===== config.mk =====
export PLATFORM = sky130hd
export DESIGN_NAME = mem_arbiter
export DESIGN_NICKNAME = d
export VERILOG_FILES = /design/src/rtl/mem_arbiter.sv
export SDC_FILE = /design/constraint.sdc
export NUM_CORES = 1
export LEC_CHECK = 0
export CORE_ASPECT_RATIO = 1.2
export CORE_UTILIZATION = 50
export CTS_BUF_LIST = sky130_fd_sc_hd__clkbuf_8 sky130_fd_sc_hd__clkbuf_16
export DETAILED_ROUTE_END_ITERATION = 8
export GPL_TIMING_DRIVEN = 0
export PLACE_DENSITY = 0.81
export SLEW_MARGIN = 10
export SYNTH_ARGS = -nofsm -noshare
export SYNTH_HDL_FRONTEND = slang
export SYNTH_SLANG_ARGS = --single-unit

===== constraint.sdc =====
create_clock -name clk -period 6.5 [get_ports clk]
set_input_delay 1.3 -clock clk [delete_from_list [all_inputs] [get_ports clk]]
set_output_delay 1.3 -clock clk [all_outputs]
set_load 0.02 [all_outputs]

===== src/rtl/mem_arbiter.sv =====
// mem_arbiter: sequential arbiter between instruction fetch (IF) and load/store (MEM) on a single
// byte-wide RAM port. Word/half/byte accesses are split into byte transfers (little-endian), read
// bytes are assembled into a 32-bit word, and each requester gets a one-cycle done pulse.
// Optional feature macro: MEMARB_IO_STALL_EN adds io_buffer_full, which holds off MEM stores into
// the IO region (mem_addr >= IO_BASE) while the IO buffer is full.
module mem_arbiter #(
  parameter int unsigned       ADDR_W  = 32,
  parameter logic [ADDR_W-1:0] IO_BASE = 'h0003_0000
) (
  input  logic              clk,
  input  logic              rst,
  input  logic              rdy,
  input  logic              if_req,
  input  logic [ADDR_W-1:0] if_addr,
  output logic              if_done,
  output logic [31:0]       if_data,
  input  logic              mem_req,
  input  logic              mem_wr,
  input  logic [1:0]        mem_len,
  input  logic [ADDR_W-1:0] mem_addr,
  input  logic [31:0]       mem_wdata,
  output logic              mem_done,
  output logic [31:0]       mem_rdata,
  output logic              ram_rw,
  output logic [ADDR_W-1:0] ram_addr,
  output logic [7:0]        ram_dout,
  input  logic [7:0]        ram_din
`ifdef MEMARB_IO_STALL_EN
  ,
  input  logic              io_buffer_full
`endif
);

  typedef enum logic [1:0] {StIdle, StIfRd, StMemRd, StMemWr} state_e;

  state_e            state_q, state_d;
  logic [2:0]        stage_q, stage_d;   // 0..N
  logic [2:0]        len_q, len_d;       // byte count N: 1, 2 or 4
  logic [ADDR_W-1:0] base_q, base_d;
  logic [31:0]       wdata_q, wdata_d;
  logic [31:0]       buf_q, buf_d;
  logic              if_done_q, if_done_d;
  logic              mem_done_q, mem_done_d;
  logic [31:0]       if_data_q, if_data_d;
  logic [31:0]       mem_rdata_q, mem_rdata_d;

  logic              mem_hold;
  logic [1:0]        byte_idx;
  logic [ADDR_W-1:0] addr_cur;
  logic [7:0]        wr_byte;

  // Reserved length code 2'b10 is served as a word.
  function automatic logic [2:0] len_to_n(input logic [1:0] len);
    unique case (len)
      2'b00:   len_to_n = 3'd1;
      2'b01:   len_to_n = 3'd2;
      default: len_to_n = 3'd4;
    endcase
  endfunction

`ifdef MEMARB_IO_STALL_EN
  // An IO store waits while the IO buffer is full; IF may be granted in the meantime.
  assign mem_hold = mem_wr & (mem_addr >= IO_BASE) & io_buffer_full;
`else
  assign mem_hold = 1'b0;
`endif

  // Byte slot captured at this edge is (stage-1); stage 4 wraps to slot 3 in two bits.
  assign byte_idx = stage_q[1:0] - 2'd1;
  assign addr_cur = base_q + ADDR_W'(stage_q);
  assign wr_byte  = wdata_q[{stage_q[1:0], 3'b000} +: 8];

  // Next-state: arbitration, stage sequencing, read-byte capture and done pulses.
  always_comb begin
    state_d     = state_q;
    stage_d     = stage_q;
    len_d       = len_q;
    base_d      = base_q;
    wdata_d     = wdata_q;
    buf_d       = buf_q;
    if_done_d   = if_done_q;
    mem_done_d  = mem_done_q;
    if_data_d   = if_data_q;
    mem_rdata_d = mem_rdata_q;

    // rdy low freezes every register, including a pending done.
    if (rdy) begin
      if_done_d  = 1'b0;
      mem_done_d = 1'b0;
      unique case (state_q)
        StIdle: begin
          // The cycle after any done is dead: no accept while a done is high.
          if (!if_done_q && !mem_done_q) begin
            if (mem_req && !mem_hold) begin
              state_d = mem_wr ? StMemWr : StMemRd;
              stage_d = 3'd0;
              len_d   = len_to_n(mem_len);
              base_d  = mem_addr;
              wdata_d = mem_wdata;
              buf_d   = 32'h0;
            end else if (if_req) begin
              state_d = StIfRd;
              stage_d = 3'd0;
              len_d   = 3'd4;
              base_d  = if_addr;
              buf_d   = 32'h0;
            end
          end
        end
        StIfRd, StMemRd: begin
          // ram_din lags the address by one cycle, so stage k holds byte k-1.
          if (stage_q != 3'd0) begin
            buf_d[{byte_idx, 3'b000} +: 8] = ram_din;
          end
          if (stage_q == len_q) begin
            state_d = StIdle;
            stage_d = 3'd0;
            if (state_q == StIfRd) begin
              if_done_d = 1'b1;
              if_data_d = buf_d;
            end else begin
              mem_done_d  = 1'b1;
              mem_rdata_d = buf_d;
            end
          end else begin
            stage_d = stage_q + 3'd1;
          end
        end
        StMemWr: begin
          if (stage_q == len_q - 3'd1) begin
            state_d    = StIdle;
            stage_d    = 3'd0;
            mem_done_d = 1'b1;
          end else begin
            stage_d = stage_q + 3'd1;
          end
        end
        default: begin
          state_d = StIdle;
          stage_d = 3'd0;
        end
      endcase
    end
  end

  // State register with synchronous active-high reset.
  always_ff @(posedge clk) begin
    if (rst) begin
      state_q     <= StIdle;
      stage_q     <= 3'd0;
      len_q       <= 3'd0;
      base_q      <= '0;
      wdata_q     <= 32'h0;
      buf_q       <= 32'h0;
      if_done_q   <= 1'b0;
      mem_done_q  <= 1'b0;
      if_data_q   <= 32'h0;
      mem_rdata_q <= 32'h0;
    end else begin
      state_q     <= state_d;
      stage_q     <= stage_d;
      len_q       <= len_d;
      base_q      <= base_d;
      wdata_q     <= wdata_d;
      buf_q       <= buf_d;
      if_done_q   <= if_done_d;
      mem_done_q  <= mem_done_d;
      if_data_q   <= if_data_d;
      mem_rdata_q <= mem_rdata_d;
    end
  end

  // RAM port drive; rst blanks it so a store cut off by reset writes nothing more.
  always_comb begin
    ram_rw   = 1'b0;
    ram_addr = if_addr;
    ram_dout = 8'h00;
    unique case (state_q)
      StIfRd, StMemRd: begin
        // While frozen, re-present the previous address so ram_din keeps the byte due next.
        if (rdy || stage_q == 3'd0) begin
          ram_addr = addr_cur;
        end else begin
          ram_addr = addr_cur - ADDR_W'(1);
        end
      end
      StMemWr: begin
        ram_rw   = rdy;
        ram_addr = addr_cur;
        ram_dout = wr_byte;
      end
      default: ;
    endcase
    if (rst) begin
      ram_rw   = 1'b0;
      ram_addr = '0;
      ram_dout = 8'h00;
    end
  end

  assign if_done   = if_done_q;
  assign if_data   = if_data_q;
  assign mem_done  = mem_done_q;
  assign mem_rdata = mem_rdata_q;

endmodule


* Yosys cells after proc, flatten, opt, wreduce, memory -nomap -nowiden
Index checks and enable logic that the tools add are counted.
** Word-level totals
- Input bits :: 112
- Register bits :: 170
- Output and inout bits :: 107
- Word-level logic and storage cells :: 86
** Cells by class
- Add/subtract/negate cells :: 6
- Equality and inequality tests :: 10
- Bitwise operators :: 1
- Shift-type cells :: 3
- Reduce and logical (&&, ||, !) cells :: 18
- Multiplexer cells :: 38
** Operators with widths (number)
- 32-bit 2-to-1 mux :: 8
- 32-bit case mux with 2 select lines :: 2
- 32-bit by 3-bit adder with 32-bit output :: 1
- 32-bit bitwise mux :: 1
- 8-bit by 7-bit variable shift with 32-bit output, first input constant :: 1
- 32-bit by 6-bit variable part select with 8-bit output :: 1
- 8-bit by 7-bit variable part select with 32-bit output :: 1
- 32-bit by 1-bit subtractor with 32-bit output, second input constant :: 1
- 3-bit 2-to-1 mux :: 7
- 4-bit AND reduction :: 5
- 8-bit 2-to-1 mux :: 2
- 2-bit 2-to-1 mux :: 5
- 1-bit 2-to-1 mux :: 9
- 3-bit case mux with 3 select lines :: 1
- 5-bit negator with 7-bit output :: 1
- 3-bit == test :: 2
- 2-bit != test, second input constant :: 3
- 2-bit case mux with 3 select lines :: 1
- 3-bit case mux with 2 select lines :: 1
- 5-bit AND reduction :: 1
- 2-bit by 1-bit == test with 1-bit output, second input constant :: 2
- 2-bit == test, second input constant :: 2
- 2-bit logical NOT :: 2
- 2-bit nonzero test :: 2
- 13 further kinds :: 14

* Depth between registers and ports, before layout
- Word-level depth :: 6
- Mapped depth :: 13
- Gate-level depth less buffers :: 10

* Least setup slack after synthesis
No wires, ideal clock.
- Kind :: input to output
- From :: input port rdy
- To :: output port ram_addr[18]
- Arrival time :: 3.673 ns
- Buffers on the path :: 2
- Required time :: 5.200 ns
- Slack :: 1.527 ns
- Cell stages on the path :: 9
- Path through :: clkbuf_1 -> inv_1 -> and2_0 -> clkbuf_1 -> nand3_1 -> nor4_2 -> nand3_1 -> or4_1 -> a31oi_1
** Between the ends
- Cells in the longest elaborated chain, start to end :: 4
** RTL lines
- from (decl) :: RTL line 12 : input logic rdy,
- 1-bit logical OR :: RTL line 181 : if (rdy || stage_q == 3'd0) begin
- 32-bit 2-to-1 mux :: RTL line 181
- 32-bit case mux with 2 select lines :: RTL line 178 : unique case (state_q)
- 32-bit 2-to-1 mux :: RTL line 194 : if (rst) begin
- to (decl) :: RTL line 25 : output logic [ADDR_W-1:0] ram_addr,
Every way passes these cells.

* Worst setup path after layout
- From :: register stage_q[0]
- To :: output port ram_addr[19]
** Between the ends
- Cells in the longest elaborated chain, start to end :: 5
- Elaborated cells between the ends (all ways) :: 7
- Classes of those cells :: add/sub (2); mux (3); reduce/logical (2)
** RTL lines
- from (decl) :: RTL line 37 : logic [2:0] stage_q, stage_d;
- from (signal assigned) :: RTL line 161 : stage_q <= stage_d;
- 32-bit by 3-bit adder with 32-bit output / 3-bit logical NOT (equally long branches) :: RTL line 70, 181
- 32-bit by 1-bit subtractor with 32-bit output / 1-bit logical OR (equally long branches) :: RTL line 184, 181
- 32-bit 2-to-1 mux :: RTL line 181
- 32-bit case mux with 2 select lines (*) :: RTL line 178
- 32-bit 2-to-1 mux (*) :: RTL line 194
Mark *: on every way between the ends. The rest lies on a longest branch, timed or not.

==> results.md <==
- Cell Count, Final, Fillers Out: about 1.7k
- RSZ-0062 raised after global routing: false
- Multi-input logic area: ~5700 um2
- Max-cap check violation count: 0
- Clock latency on the worst-skew pair: 0.44 ns
- CTS tree: built
- Crit path capture type: primary output
- Fmax: 158.8 MHz
- Slew HR: between 30 and 40%
- Initial core utilization: 50.87%
- WP data arrival: ~5 ns
- HP Class: reg2reg
- Fin. Hold Viols: 0
- # clock sinks: 170
- IO buf count: roughly 220
- Routability Congestion: approximately 1
- Worst slew pin tran: ~0.92 ns
- Status: completed
- Top Ports: 219
- Final setup viols: 0
- CP Max Fanout: 8
- Share of power burned in registers: 37.6%
- Number of synthesized flops with an enable pin: 0
- DIE HEIGHT: between 150 and 200 um
- Post-CTS Setup Inserts: 0
- Post-synth top area share: between 30% and 40%
- Die width: 128.4 um
- Routed wire length: between 30 and 40 mm
- Antenna Violating Nets Remaining: 0
- Core Box Area: between 15000 and 20000 um2
- Antenna violations before repair: 1
- Full die area: about 20000 um2
- Syn Std Cell Area: roughly 9600 um2
- Vias per cell: about 6.1
- Yosys cell types: between 70 and 80
- DRC: 0
- Yosys top cell by area: dfxtp_1
- Final-layout fill cell count: ~1.7k
- Dpl cells: roughly 1.7k
- Clock H-tree levels: 4
- Tmin final: roughly 6.3 ns
- Nets: 1576
- Clock network fraction of total power: approximately 33%
- Synth warnings: 0
- DR WL/cell: between 20 and 25 um
- Synth cell count leaders: nor2_1 (190), dfxtp_1 (170), nand2_1 (112), a211oi_1 (101), a21oi_1 (93)
- First-pass GRT wire length: ~54 mm
- DP HPWL: 26.78 mm
- Sequential area share after synthesis: approximately 35%
- Syn Inst Count: around 1.2k
- Leak: about 0.0044 uW
- Max Root-Sink Buffers: 2
- Max Clock Skew: 0.008992 ns
- Final core utilization: 67.32%
- Drt first pass iters: 5
- Largest net degree at the start of global routing: 19
- Layout area overhead: 32.34%
- Setup Total Neg Slack: 0 ns
- Power density over the cells: 245.7 nW/um2
- Req. time, crit path: about 5.2 ns
- GRT Resource Usage Total: 35.82%
- Synth Net Count: between 1k and 1.5k
- Max VDD drop: a little under 0.0002 V
- Num rows: 55
- P_sw: 1125 uW
- Fraction of layout cells with a size suffix above 1: under 10%
- Starting DRC count in detailed routing: between 700 and 800
- FFs w/ async S/R, synth: 0%
- CTS Buf Count: 17
- Top_reg_cell synth: dfxtp_1
- Post-Synthesis Mean Instance Area: slightly below 8 um2
- Clock transition at path regs: roughly 0.07 ns
- Root buf cell: clkbuf_16
- #FFs+latches synth: between 150 and 200
- Final period utilization: 96.90%
- Max-slew violation count: 0
- Sw Ratio: 36.06%
- Int Power: ~2000 uW
- Vias in the first global route: between 10k and 15k
- Total grt overflow: 0
- Crit Path Class: reg2out
- Via count: 10.44k
- Launching element type of the critical path: flop
- Most frequent cell after synthesis: nor2_1
- Logic pwr share: 29.2%
- Seq. cell area: ~3400 um2
- Top cells by area, synth: dfxtp_1 (35%), a211oi_1 (7.9%), nor2_1 (7.4%)
## layer usage
layer	routed length, um	up-vias	GRT usage [%]
met5	0	-	0
met4	1789	0	19.22
met3	2657	128	6.402
met2	17470	540	62.78
met1	13810	4903	40.97
li1	-	4873	-
## state kept, by name, summed over array words and instances, names as in the netlist
register,flops
stage_q,3
buf_q,32
len_q,3
wdata_q,32
if_data,32
mem_done,1
if_done,1
mem_rdata,32
base_q,32
state_q,2
## power by group through the flow
stage	clock network (uW)	logic [uW]	registers (uW)
4_1_cts	1030	893	1170
5_1_grt	1080	973	1180
3_5_place_dp	0	887	1190
2_1_floorplan	0	493	1220
3_3_place_gp	0	874	1190
6_report	1040	910	1170
## logic make-up after synthesis
family / synth area share, %
compound gates: 23.88
xor+xnor: 3.835
fa+ha+maj: 2.165
buf+inv: 5.139
flops: 35.48
mux: 5.857
simple gates: 23.64
## worst paths after layout
path,from,endpoint,slack [ns],cells past startpoint
hold / removal,wdata_q[24]$_SDFFE_PP0P_,wdata_q[24]$_SDFFE_PP0P_,0.46,2
hold reg to reg,wdata_q[24]$_SDFFE_PP0P_,wdata_q[24]$_SDFFE_PP0P_,0.46,2
setup reg to reg,stage_q[1]$_SDFFE_PP0P_,buf_q[9]$_SDFFE_PP0P_,3.07,11
setup / recovery,stage_q[0]$_SDFFE_PP0P_,ram_addr[19],0.20,11
## metrics by stage
| stage | worst slack, ns | total power, uW | cell area, um2 | hold slack, ns |
|---|---|---|---|---|
| floorplan | 1.527 | 1711 | 9592 | 0.4331 |
| global placement | 0.3749 | 2065 | 12060 | 0.4412 |
| detailed placement | 0.3448 | 2080 | 12080 | 0.4470 |
| CTS | 0.1707 | 3095 | 12660 | 0.4569 |
| global route | 0.07431 | 3230 | 12690 | 0.4759 |
| finish | 0.2017 | 3119 | 12690 | 0.4594 |
## cell usage in the layout (no fill, tap or decap), types with 9 or more instances in the layout
cell and count:
a211oi_1 101, a21oi_1 93, a22oi_1 40, a31oi_1 9, and3_1 15, buf_2 10
clkbuf_1 81, clkbuf_16 17, clkdlybuf4s50_1 215, dfxtp_1 170, ha_1 15, inv_1 22
mux2i_1 37, nand2_1 112, nand3_1 27, nand4_1 17, nor2_1 190, nor3_1 46
o21ai_0 36, or3_1 9, xnor2_1 27, xor2_1 15
## layout make-up
| class | count | area share (%) |
|---|---|---|
| repair buffers | 215 | 16.95 |
| diodes | 1 | 0.01971 |
| clock buffers | 18 | 3.460 |
| plain buffers | 102 | 3.243 |
| flip-flops and latches | 170 | 26.81 |
| inverters | 22 | 0.6506 |
| well taps | 256 | 2.523 |
| multi-input cells | 920 | 45.17 |
| clock inverters | 14 | 1.173 |
## worst max-delay path, cell delays in order, from the launching register on
cell and delay (ns):
dfxtp_1 0.40, ha_1 0.27, fa_1 0.50, a21oi_4 0.38
mux2i_1 0.23, mux2i_1 0.21, nor3_1 0.74, nand3_1 0.40
or4_1 0.55, and3_1 0.19, nor2_1 0.08, clkdlybuf4s50_1 0.61
## timing repair
action                     CTS  global route
gates resized for setup      1             2
hold buffers                 0             0
hold endpoints to repair     0             0
cloned                       0             0
setup endpoints to repair    1             3
No activity file was read; power rests on OpenSTA's default activity.
